## src/rtl/uart_rx.sv

```systemverilog
// 8N1 serial receiver with 16x oversampling: synchronises rx, recovers frames,
// pulses data_valid on a good stop bit and framing_error on a bad one.
module uart_rx #(
  parameter int OVERSAMPLE = 16,
  parameter int DATA_BITS  = 8
) (
  input  logic                 clk,
  input  logic                 rst,
  input  logic                 baud_tick,
  input  logic                 rx,
  output logic [DATA_BITS-1:0] data,
  output logic                 data_valid,
  output logic                 framing_error,
  output logic                 busy
);

  localparam int TW = $clog2(OVERSAMPLE);
  localparam int BW = $clog2(DATA_BITS) + 1;
  // The start check fires on the tick that would advance tcnt to OVERSAMPLE/2-1.
  localparam logic [TW-1:0] T_MID  = TW'(OVERSAMPLE / 2 - 2);
  localparam logic [TW-1:0] T_LAST = TW'(OVERSAMPLE - 1);
  localparam logic [BW-1:0] B_LAST = BW'(DATA_BITS - 1);

  typedef enum logic [2:0] {
    S_IDLE,
    S_START,
    S_DATA,
    S_STOP,
    S_BREAK
  } state_t;

  state_t               state_reg, state_next;
  logic [1:0]           sync_reg;
  logic                 rx_s;
  logic [TW-1:0]        tcnt_reg, tcnt_next;
  logic [BW-1:0]        bcnt_reg, bcnt_next;
  logic [DATA_BITS-1:0] frame_reg, frame_next;
  logic [DATA_BITS-1:0] data_reg, data_next;
  logic                 valid_reg, valid_next;
  logic                 ferr_reg, ferr_next;

  assign rx_s = sync_reg[1];

  always_ff @(posedge clk or negedge rst) begin
    if (!rst) begin
      state_reg <= S_IDLE;
      sync_reg  <= 2'b11;
      tcnt_reg  <= '0;
      bcnt_reg  <= '0;
      frame_reg <= '0;
      data_reg  <= '0;
      valid_reg <= 1'b0;
      ferr_reg  <= 1'b0;
    end else begin
      state_reg <= state_next;
      sync_reg  <= {sync_reg[0], rx};
      tcnt_reg  <= tcnt_next;
      bcnt_reg  <= bcnt_next;
      frame_reg <= frame_next;
      data_reg  <= data_next;
      valid_reg <= valid_next;
      ferr_reg  <= ferr_next;
    end
  end

  always_comb begin
    state_next = state_reg;
    tcnt_next  = tcnt_reg;
    bcnt_next  = bcnt_reg;
    frame_next = frame_reg;
    data_next  = data_reg;
    valid_next = 1'b0;
    ferr_next  = 1'b0;
    if (baud_tick) begin
      case (state_reg)
        S_IDLE: begin
          if (!rx_s) begin
            tcnt_next  = '0;
            state_next = S_START;
          end
        end
        S_START: begin
          if (tcnt_reg == T_MID) begin
            if (rx_s) begin
              state_next = S_IDLE;
            end else begin
              tcnt_next  = '0;
              bcnt_next  = '0;
              state_next = S_DATA;
            end
          end else begin
            tcnt_next = tcnt_reg + TW'(1);
          end
        end
        S_DATA: begin
          if (tcnt_reg == T_LAST) begin
            tcnt_next  = '0;
            frame_next = {rx_s, frame_reg[DATA_BITS-1:1]};
            bcnt_next  = bcnt_reg + BW'(1);
            if (bcnt_reg == B_LAST) begin
              state_next = S_STOP;
            end
          end else begin
            tcnt_next = tcnt_reg + TW'(1);
          end
        end
        S_STOP: begin
          if (tcnt_reg == T_LAST) begin
            tcnt_next = '0;
            if (rx_s) begin
              data_next  = frame_reg;
              valid_next = 1'b1;
              state_next = S_IDLE;
            end else begin
              ferr_next  = 1'b1;
              state_next = S_BREAK;
            end
          end else begin
            tcnt_next = tcnt_reg + TW'(1);
          end
        end
        S_BREAK: begin
          // A held-low line must go high on a tick before start detection resumes.
          if (rx_s) begin
            state_next = S_IDLE;
          end
        end
        default: state_next = S_IDLE;
      endcase
    end
  end

  always_comb begin
    busy          = (state_reg != S_IDLE);
    data          = data_reg;
    data_valid    = valid_reg;
    framing_error = ferr_reg;
  end

endmodule

```

## config.mk

```make
export PLATFORM = sky130hd
export DESIGN_NAME = uart_rx
export DESIGN_NICKNAME = d
export VERILOG_FILES = /design/src/rtl/uart_rx.sv
export SDC_FILE = /design/constraint.sdc
export NUM_CORES = 1
export LEC_CHECK = 0
export BUFFER_PORTS_ARGS = -buffer_cell sky130_fd_sc_hd__buf_2
export CAP_MARGIN = 20
export CORE_MARGIN = 5
export CORE_UTILIZATION = 55
export DETAILED_ROUTE_END_ITERATION = 16
export PLACE_DENSITY = 0.75
export SLEW_MARGIN = 10
export SYNTH_ARGS = -nofsm -noshare
export SYNTH_HDL_FRONTEND = slang
export SYNTH_SLANG_ARGS = --single-unit
```

## constraint.sdc

```tcl
create_clock -name clk -period 2 [get_ports clk]
set_input_delay 0.4 -clock clk [delete_from_list [all_inputs] [get_ports clk]]
set_output_delay 0.4 -clock clk [all_outputs]
set_load 0.005 [all_outputs]
```

# == Yosys cells after proc, flatten, opt, wreduce, memory -nomap -nowiden ==
# Cells that the tools add are included.
# classes
muxes,25
reduce_logical,10
n_addsub,2
n_eq_ne,14
# ops
op,n
two-way mux 4 bit,6
two-way mux 3 bit,7
one-hot mux 3 bit (5 select lines),1
!= test 2 bit (second input constant),7
one-hot mux 4 bit (3 select lines),1
adder 4 x 1 -> 4 bit (second input constant),2
== test 4 x 3 -> 1 bit (second input constant),2
two-way mux 1 bit,8
one-hot mux 4 bit (2 select lines),1
AND reduction 7 bit,1
== test 3 x 2 -> 1 bit (second input constant),2
nonzero test 3 bit,2
AND reduction 5 bit,1
== test 4 bit (second input constant),1
AND reduction 4 bit,1
== test 3 x 1 -> 1 bit (second input constant),1
== test 3 bit (second input constant),1
zero test 3 bit,1
AND reduction 3 bit,1
two-way mux 2 bit,1
AND reduction 2 bit,1
nonzero test 2 bit,1
OR reduction 2 bit,1
# word_totals
input_bits,4
elab_cells,59
regBits,31
out_inout_bits,11

# == Longest topological paths before layout ==
# Gate-level depths: netlist (run 1).
# depth
ltp_word,4
mapped_depth,6
ltp_nobuf,6

# == Worst setup path before layout (run 1) ==
# Ideal clock, no wire load.
# synth_path
kind,reg2reg
start,reg tcnt_reg[0]
end,reg state_reg[0]
setup_ps,125
n_path_buf,0
path_stages_with_launch,7
setup_slack_ps,279
synth_period_minus_slack_ps,1721
arrival_time_ps,1596
required_time_ps,1875
path_cell_list,dfrtp_1 -> inv_1 -> ha_1 -> nand3b_1 -> a21bo_1 -> or3_4 -> mux2_4
# synth_via
elab_chain_cells,3
elab_cells_between_ends,6
classes_between,eq/ne (5); reduce/logical (1)
# synth_lines
item,line_no,source
from (decl),35,"logic [TW-1:0] tcnt_reg, tcnt_next;"
from (signal assigned),57,tcnt_reg <= tcnt_next;
== test 4 bit / == test 4 x 3 -> 1 bit (equally long branches),"96, 108, 83",
!= test 2 bit (no line),-,
AND reduction 7 bit (no line) (*),-,
to (signal assigned),55,state_reg <= state_next;
to (decl),32,"state_t state_reg, state_next;"
# Mark *: on every way between the ends. The rest lies on a longest branch, timed or not.
# A chain may end at the register's enable or synchronous reset.

# == Worst setup path after layout (run 1) ==
# layout_path
start,reg state_reg[0]
end,out busy
# layout_via
elab_chain_cells,1
# layout_lines
item,line_no,source
nonzero test 3 bit,134,busy = (state_reg != S_IDLE);
to (decl),14,output logic busy
# No other way between the ends.

==> results of run 1 <==
==> per-stage QoR <==
step,power [mW],area [sq um],cells,setup WS [ns]
6_report,1.70,1590,166,0.125
2_1_floorplan,1.19,1450,119,0.279
4_1_cts,1.70,1590,166,0.116
3_5_place_dp,1.28,1520,158,0.170
5_1_grt,1.81,1590,166,0.0504
3_3_place_gp,1.25,1520,158,0.226
==> where the power goes <==
group	switching, mW	internal (mW)	leakage (nW)
clock	0.221	0.205	0.0375
combinational	0.225	0.237	0.342
sequential	0.113	0.695	0.416
==> worst max-delay path, cell delays in order (launching register included) <==
cell	delay, ns
dfrtp_1	0.51
or3_2	0.50
buf_2	0.13
==> worst max path at each step <==
stage / startpoint / depth (start not counted) / to / slack [ns]
2_1_floorplan: tcnt_reg[0] / 6 / state_reg[0] / 0.28
3_3_place_gp: tcnt_reg[1] / 5 / data[3] / 0.23
3_5_place_dp: tcnt_reg[0] / 6 / state_reg[0] / 0.17
4_1_cts: state_reg[0] / 2 / busy / 0.12
5_1_grt: tcnt_reg[0] / 6 / state_reg[0] / 0.05
6_report: state_reg[0] / 2 / busy / 0.12
==> synth_stat cells, drive strengths merged, types with 2 or more instances <==
library cell and number:
o31ai 3, nor3 4, o21ai 10, nor3b 2, dfstp 2, dfrtp 29
nand3 3, nor2 3, inv 6, ha 3, a21oi 4, nand2 3
nand2b 3, or3b 2, or3 3, buf 5, mux2 18
==> layout make-up <==
cell class / count / share of cell area (%)
Clock inverter: 1 / 0.472
Tap cell: 30 / 2.36
Inverter: 6 / 1.42
Multi-Input combinational cell: 76 / 37.8
Timing Repair Buffer: 15 / 4.88
Sequential cell: 31 / 49.0
Clock buffer: 7 / 4.09
==> cells by family (layout without fill, tap and decap cells) <==
family / count (synthesis) / in the layout / share of synthesized area [%]
simple gates: 27 / 27 / 11.6
fa+ha+maj: 3 / 3 / 2.59
mux: 18 / 18 / 14.5
xor+xnor: 1 / 1 / 0.604
buf+inv: 12 / 29 / 5.00
compound gates: 27 / 27 / 12.1
flops: 31 / 31 / 53.6
==> routing by layer <==
metal | GRT usage (%) | part of all wire [%]
met1 | 20.2 | 44
met2 | 27.6 | 49
met3 | 4.82 | 4.2
met4 | 10.0 | 2.6
met5 | 0 | 0
==> flow_summary.toml, run 1 <==
[setup_path]
worstSetupStartpointType = "flop"
r2r_setup_slack_ns = 0.15
worstPathArrival_ns = 1.48
end_kind = "output pin"
critPathRequiredTime_ns = 1.60
worstReg2RegStart = "tcnt_reg[0]"
r2r_cells = 6
rr_endpoint = "state_reg[0]"
crit_type = "reg -> out"
path_max_fanout = 11

[min_path]
hold_path_class = "in -> async"

[sta]
clock_skew_ns = 0.0121
finalWorstPathRequiredPeriod_ns = 1.88
max_slew.worst_pin.slew_ns = 0.665
holdWs_ns = 0.0749
setup_viol = 0
grt_setup_unrepaired = "no"
finalHoldViolations = 0
post-route-period-util_pct = 93.8
setup_tns_ns = 0
max_slew_margin_pct = 55.7
maxSlewViolCount = 0
fmax_mhz = 533

[yosys]
ys_seq_elements = 31
seq_area_frac_synth_pct = 53.6
ys_warn_count = 0
async_flop_share_pct = 100
ys.flop_type = "dfrtp_1"
synth-edff-count = 0
synth_cells = 119
synth.avg_cell_area_sq_um = 12.2
ys_types = 42
synth_top_area_share_pct = 50.0
syn_nets = 126
syn_area_sq_um = 1450
yosysTopAreaCell = "dfrtp_1"
synth_area_leaders = "dfrtp_1, mux2_2, dfstp_2"

[route]
postRouteWirelength_microns = 2540
antenna_left = 0
via_count = 967
avgViaCountPerCell = 5.83
post_drt_wl_per_cell_microns = 15.3
detail_route.first_pass.iterations = 4
drc = 0
drtIter0Drc = 33

[global_routing]
grt_pass1_vias = 1020
grt_max_degree = 32
grt_usage_pct = 17.0
grt_pass1_wl_microns = 4570
gr-total-overflow = 0
antenna_found_initial = 0

[floorplanning]
ioPinCount = 15
initial_utilization_pct = 58.1
fp.dieArea_sq_um = 3770
die_h_microns = 61.4
design.core.area_sq_um = 2500
die_x_microns = 61.4
row_count = 18

[job]
timing.max_cap.violations = 0

[run_status]
status = "finished clean"

[place]
hpwl_microns = 1780
port_buffers = 14
gp_congestion = 0.832

[finish]
final_common_cell = "dfrtp_1"
multi_input_area_sq_um = 601
utilization_pct = 63.6
layout_common_cells = "dfrtp_1, mux2_2, buf_2"
drive_gt1_share_pct = 36.8
regArea_sq_um = 778
fill_cells = 209
diodes = 0
layout.nets = 142
synthToLayoutAreaGrowth_pct = 9.48

[clocking]
clk_pin_slew_ns = 0.10
cts_buffer_depth = 2
cts_hold_buf = 0
htree_levels = 2
cts_buffers = 5
cts_tree = "done"
cts_root_buf = "clkbuf_4"
post_cts_buffers = 0
clock_sinks = 31
cts_resized = 0
insertion_delay_ns = 0.34

[power]
powerDensity_nw_per_um2 = 1070
peakVddDrop_uv = 799
p_leak_nw = 0.795
Note: power is estimated with default switching activity, not from simulation.
==> inputs of run 2 (changes only) <==
--- a/config.mk
+++ b/config.mk
@@ -8,9 +8,9 @@
 export BUFFER_PORTS_ARGS = -buffer_cell sky130_fd_sc_hd__buf_2
 export CAP_MARGIN = 20
 export CORE_MARGIN = 5
-export CORE_UTILIZATION = 55
+export CORE_UTILIZATION = 57
 export DETAILED_ROUTE_END_ITERATION = 16
-export PLACE_DENSITY = 0.75
+export PLACE_DENSITY = 0.78
 export SLEW_MARGIN = 10
 export SYNTH_ARGS = -nofsm -noshare
 export SYNTH_HDL_FRONTEND = slang
==> run 2 against run 1 <==
- clock power up 11%
- fmax hardly changed
- non-clock buffer count did not move
- critical path type unchanged
- largest power group unchanged
==> flow_summary.toml, run 2 (synthesis results as in run 1) <==
[run_status]
status = "finished clean"

[clocking]
cts_tree = "done"
cts_resized = 0
clock_sinks = 31
post_cts_buffers = 0
clk_pin_slew_ns = 0.10
cts_hold_buf = 0
cts_buffers = 5
cts_root_buf = "clkbuf_4"
insertion_delay_ns = 0.33
htree_levels = 2
cts_buffer_depth = 2

[place]
gp_congestion = 0.803
hpwl_microns = 1740
port_buffers = 14
dp_worst_setup_slack_ns = 0.157

[power]
p_switching_mw = 0.549
pwr-share-clk_pct = 27.1
comb_power_share_pct = 26.3
pwr-share-seq_pct = 46.6
powerDensity_nw_per_um2 = 1100
p_int_mw = 1.20
p_leak_nw = 0.797
swShare_pct = 31.4
peakVddDrop_uv = 707

[floorplanning]
fp.dieArea_sq_um = 3660
die_h_microns = 60.5
ioPinCount = 15
design.core.area_sq_um = 2450
row_count = 18
initial_utilization_pct = 59.1
die_x_microns = 60.5

[global_routing]
gr-total-overflow = 0
grt_max_degree = 32
grt_usage_pct = 16.5
grt_pass1_vias = 1011
antenna_found_initial = 0
grt_pass1_wl_microns = 4380

[route]
postRouteWirelength_microns = 2520
drtIter0Drc = 26
post_drt_wl_per_cell_microns = 15.2
detail_route.first_pass.iterations = 4
drc = 0
antenna_left = 0
via_count = 960
avgViaCountPerCell = 5.78

[sta]
fmax_mhz = 533
finalHoldViolations = 0
post-route-period-util_pct = 93.8
finalWorstPathRequiredPeriod_ns = 1.88
setup_tns_ns = 0
setup_viol = 0
clock_skew_ns = 0.00777
maxSlewViolCount = 0
grt_setup_unrepaired = "no"
max_slew_margin_pct = 55.8
max_slew.worst_pin.slew_ns = 0.663
fin_ws_ns = 0.124

[min_path]
hold_path_class = "in -> async"

[finish]
regArea_sq_um = 778
layout.nets = 142
multi_input_area_sq_um = 601
final_common_cell = "dfrtp_1"
fill_cells = 202
layout_common_cells = "dfrtp_1, mux2_2, buf_2"
drive_gt1_share_pct = 35.3
synthToLayoutAreaGrowth_pct = 9.66
diodes = 0

[setup_path]
path_max_fanout = 11
worstSetupStartpointType = "flop"
worstPathArrival_ns = 1.48
r2r_setup_slack_ns = 0.14
critPathRequiredTime_ns = 1.60
end_kind = "output pin"
crit_type = "reg -> out"

[job]
timing.max_cap.violations = 0
[run 2: changes by cell type in the layout (fill, tap and decap cells not counted), sizes merged]
cell	change
clkinvlp	-1
bufinv	+1
[run 2: layout make-up]
| type | instances | area share (%) |
|---|---|---|
| inverter | 6 | 1.42 |
| multi-input combinational | 76 | 37.7 |
| timing repair buffer | 15 | 4.87 |
| tap | 30 | 2.36 |
| sequential | 31 | 48.9 |
| clock inverter | 1 | 1.89 |
| clock buffer | 7 | 2.83 |
[run 2: path summary, 6_finish.rpt]
| check | startpoint | to | depth (start not counted) |
|---|---|---|---|
| worst max register to register | tcnt_reg[0] | state_reg[1] | 6 |
| worst min-delay path | rst | data[3] | 1 |
| worst min register to register | sync_reg[0] | sync_reg[1] | 0 |
| max in group asynchronous | rst | state_reg[0] | 1 |
| min in group clk | rx | sync_reg[0] | 1 |
| worst max-delay path | state_reg[0] | busy | 2 |
[run 2: power by group through the flow]
stage	Combinational, mW	Clock [mW]	Sequential [mW]
after floorplan	0.435	0	0.757
after global placement	0.440	0	0.809
after detailed placement	0.459	0	0.822
after CTS	0.461	0.481	0.808
after global routing	0.510	0.509	0.828
final	0.460	0.474	0.813
[run 2: stage by stage]
stage               total power, mW  util, %  hold WS (ns)  cells  instance area (sq um)
CTS                            1.75     64.8         0.108    166                   1590
detailed placement             1.28     61.8         0.352    158                   1520
floorplan                      1.19        -         0.104    119                   1450
global route                   1.85     64.8         0.137    166                   1590
global placement               1.25     61.8         0.348    158                   1520
finish                         1.75     64.8        0.0855    166                   1590
[run 2: worst max-delay path, cell delays in order (launching register included)]
cell	delay, ns
dfrtp_1	0.51
or3_2	0.50
buf_2	0.13
[run 2: metal layers]
layer	global-route usage (%)	routed length [microns]	up-vias	share of wire, %
li1	-	-	463	-
met1	20.3	1130	473	45
met2	25.9	1210	17	48
met3	4.26	112	7	4.4
met4	10.5	66	0	2.6
met5	0	0	-	0
==> inputs of run 3 (changes only) <==
--- a/config.mk
+++ b/config.mk
@@ -11,6 +11,7 @@
 export CORE_UTILIZATION = 57
 export DETAILED_ROUTE_END_ITERATION = 16
 export PLACE_DENSITY = 0.78
+export REMOVE_ABC_BUFFERS = 1
 export SLEW_MARGIN = 10
 export SYNTH_ARGS = -nofsm -noshare
 export SYNTH_HDL_FRONTEND = slang
==> run 3 against run 2 <==
- routed wire length is 3.1% lower
- final cell count stayed put
- flip-flop and latch count stayed put
- die area stayed put
- clock power is 2% higher
- critical path type unchanged
- highest routed layer unchanged
==> flow_summary.toml, run 3 (synthesis results as in run 1) <==
[run_status]
status = "finished clean"

[global_routing]
grt_pass1_wl_microns = 4530
gr-total-overflow = 0
grt_pass1_vias = 1031
grt_max_degree = 32
antenna_found_initial = 0
grt_usage_pct = 17.1

[floorplanning]
die_h_microns = 60.5
initial_utilization_pct = 59.1
die_x_microns = 60.5
design.core.area_sq_um = 2450
ioPinCount = 15
fp.dieArea_sq_um = 3660
row_count = 18

[route]
avgViaCountPerCell = 5.75
drc = 0
postRouteWirelength_microns = 2450
post_drt_wl_per_cell_microns = 14.7
via_count = 954
antenna_left = 0
detail_route.first_pass.iterations = 4
drtIter0Drc = 20

[sta]
setup_viol = 0
maxSlewViolCount = 0
finalWorstPathRequiredPeriod_ns = 1.87
max_slew.worst_pin.slew_ns = 0.643
max_slew_margin_pct = 57.1
finalHoldViolations = 0
grt_setup_unrepaired = "no"
fmax_mhz = 536
post-route-period-util_pct = 93.3
setup_tns_ns = 0
clock_skew_ns = 0.00886

[place]
placed_area_sq_um = 1520
hpwl_microns = 1740
dp.cells = 158
port_buffers = 14
gp_congestion = 0.928

[clocking]
clk_pin_slew_ns = 0.10
htree_levels = 2
cts_tree = "done"
cts_root_buf = "clkbuf_4"
cts_buffers = 5
cts_buffer_depth = 2
cts_resized = 0
cts_hold_buf = 0
insertion_delay_ns = 0.33
clock_sinks = 31
post_cts_buffers = 0

[power]
comb_power_share_pct = 26.0
powerDensity_nw_per_um2 = 1090
p_leak_nw = 0.803
pwr-share-clk_pct = 27.8
p_int_mw = 1.20
pwr-share-seq_pct = 46.2
swShare_pct = 31.4
power_mw = 1.74
peakVddDrop_uv = 935
p_switching_mw = 0.548

[finish]
diodes = 0
layout.cells.non_filler = 166
layout.nets = 142
final_common_cell = "dfrtp_1"
final_cell_area_sq_um = 1600
drive_gt1_share_pct = 36.8
synthToLayoutAreaGrowth_pct = 10.1
layout_common_cells = "dfrtp_1, mux2_2, buf_2"

[min_path]
hold_path_class = "in -> async"

[setup_path]
crit_type = "reg -> out"
path_max_fanout = 11
end_kind = "output pin"
critPathRequiredTime_ns = 1.60
worstSetupStartpointType = "flop"
worstPathArrival_ns = 1.47

[job]
timing.max_cap.violations = 0
run 3: cell types whose count changed in the layout (fill, tap and decap cells not counted), sizes merged:
cell / delta
clkbuf: -2
clkinv: +2
run 3: final cells by class:
class	count	area (sq um)
multi-input cells	76	601
flip-flops and latches	31	778
clock buffers	5	37.5
repair buffers	15	77.6
inverters	6	22.5
fillers	199	857
well taps	30	37.5
clock inverters	3	43.8
run 3: worst max-delay path: stages (launching register included):
cell	delay [ns]
dfrtp_1	0.50
or3_2	0.50
buf_2	0.13
run 3: worst paths after layout:
| path | slack (ns) | cells past startpoint | end | from |
|---|---|---|---|---|
| worst max-delay path | 0.13 | 2 | busy | state_reg[0] |
| worst min-delay path | 0.08 | 1 | frame_reg[1] | rst |
| worst max register to register | 0.15 | 6 | state_reg[0] | tcnt_reg[0] |
| worst min register to register | 0.37 | 0 | sync_reg[1] | sync_reg[0] |
| max in group asynchronous | 1.50 | 1 | data[6] | rst |
| min in group clk | 0.16 | 1 | sync_reg[0] | rx |
run 3: stage by stage:
stage | worst slack [ns] | hold slack (ns) | util (%)
after detailed placement | 0.173 | 0.356 | 61.8
after CTS | 0.117 | 0.0913 | 65.1
after global routing | 0.0336 | 0.119 | 65.1
final | 0.134 | 0.0762 | 65.1
after floorplan | 0.279 | 0.104 | -
after global placement | 0.227 | 0.346 | 61.8
run 3: per-layer routing:
| metal | share of wire [%] | global-route usage [%] | vias to the layer above |
|---|---|---|---|
| li1 | - | - | 464 |
| met1 | 44 | 20.1 | 463 |
| met2 | 48 | 28.4 | 22 |
| met3 | 4.9 | 4.68 | 5 |
| met4 | 2.4 | 9.60 | 0 |
| met5 | 0 | 0 | - |
run 3: power by group through the flow:
stage | Combinational (mW) | Sequential [mW] | Clock [mW]
after floorplan | 0.366 | 0.787 | 0
after CTS | 0.455 | 0.804 | 0.501
final | 0.453 | 0.806 | 0.485
after detailed placement | 0.453 | 0.816 | 0
after global routing | 0.513 | 0.822 | 0.527
after global placement | 0.438 | 0.808 | 0
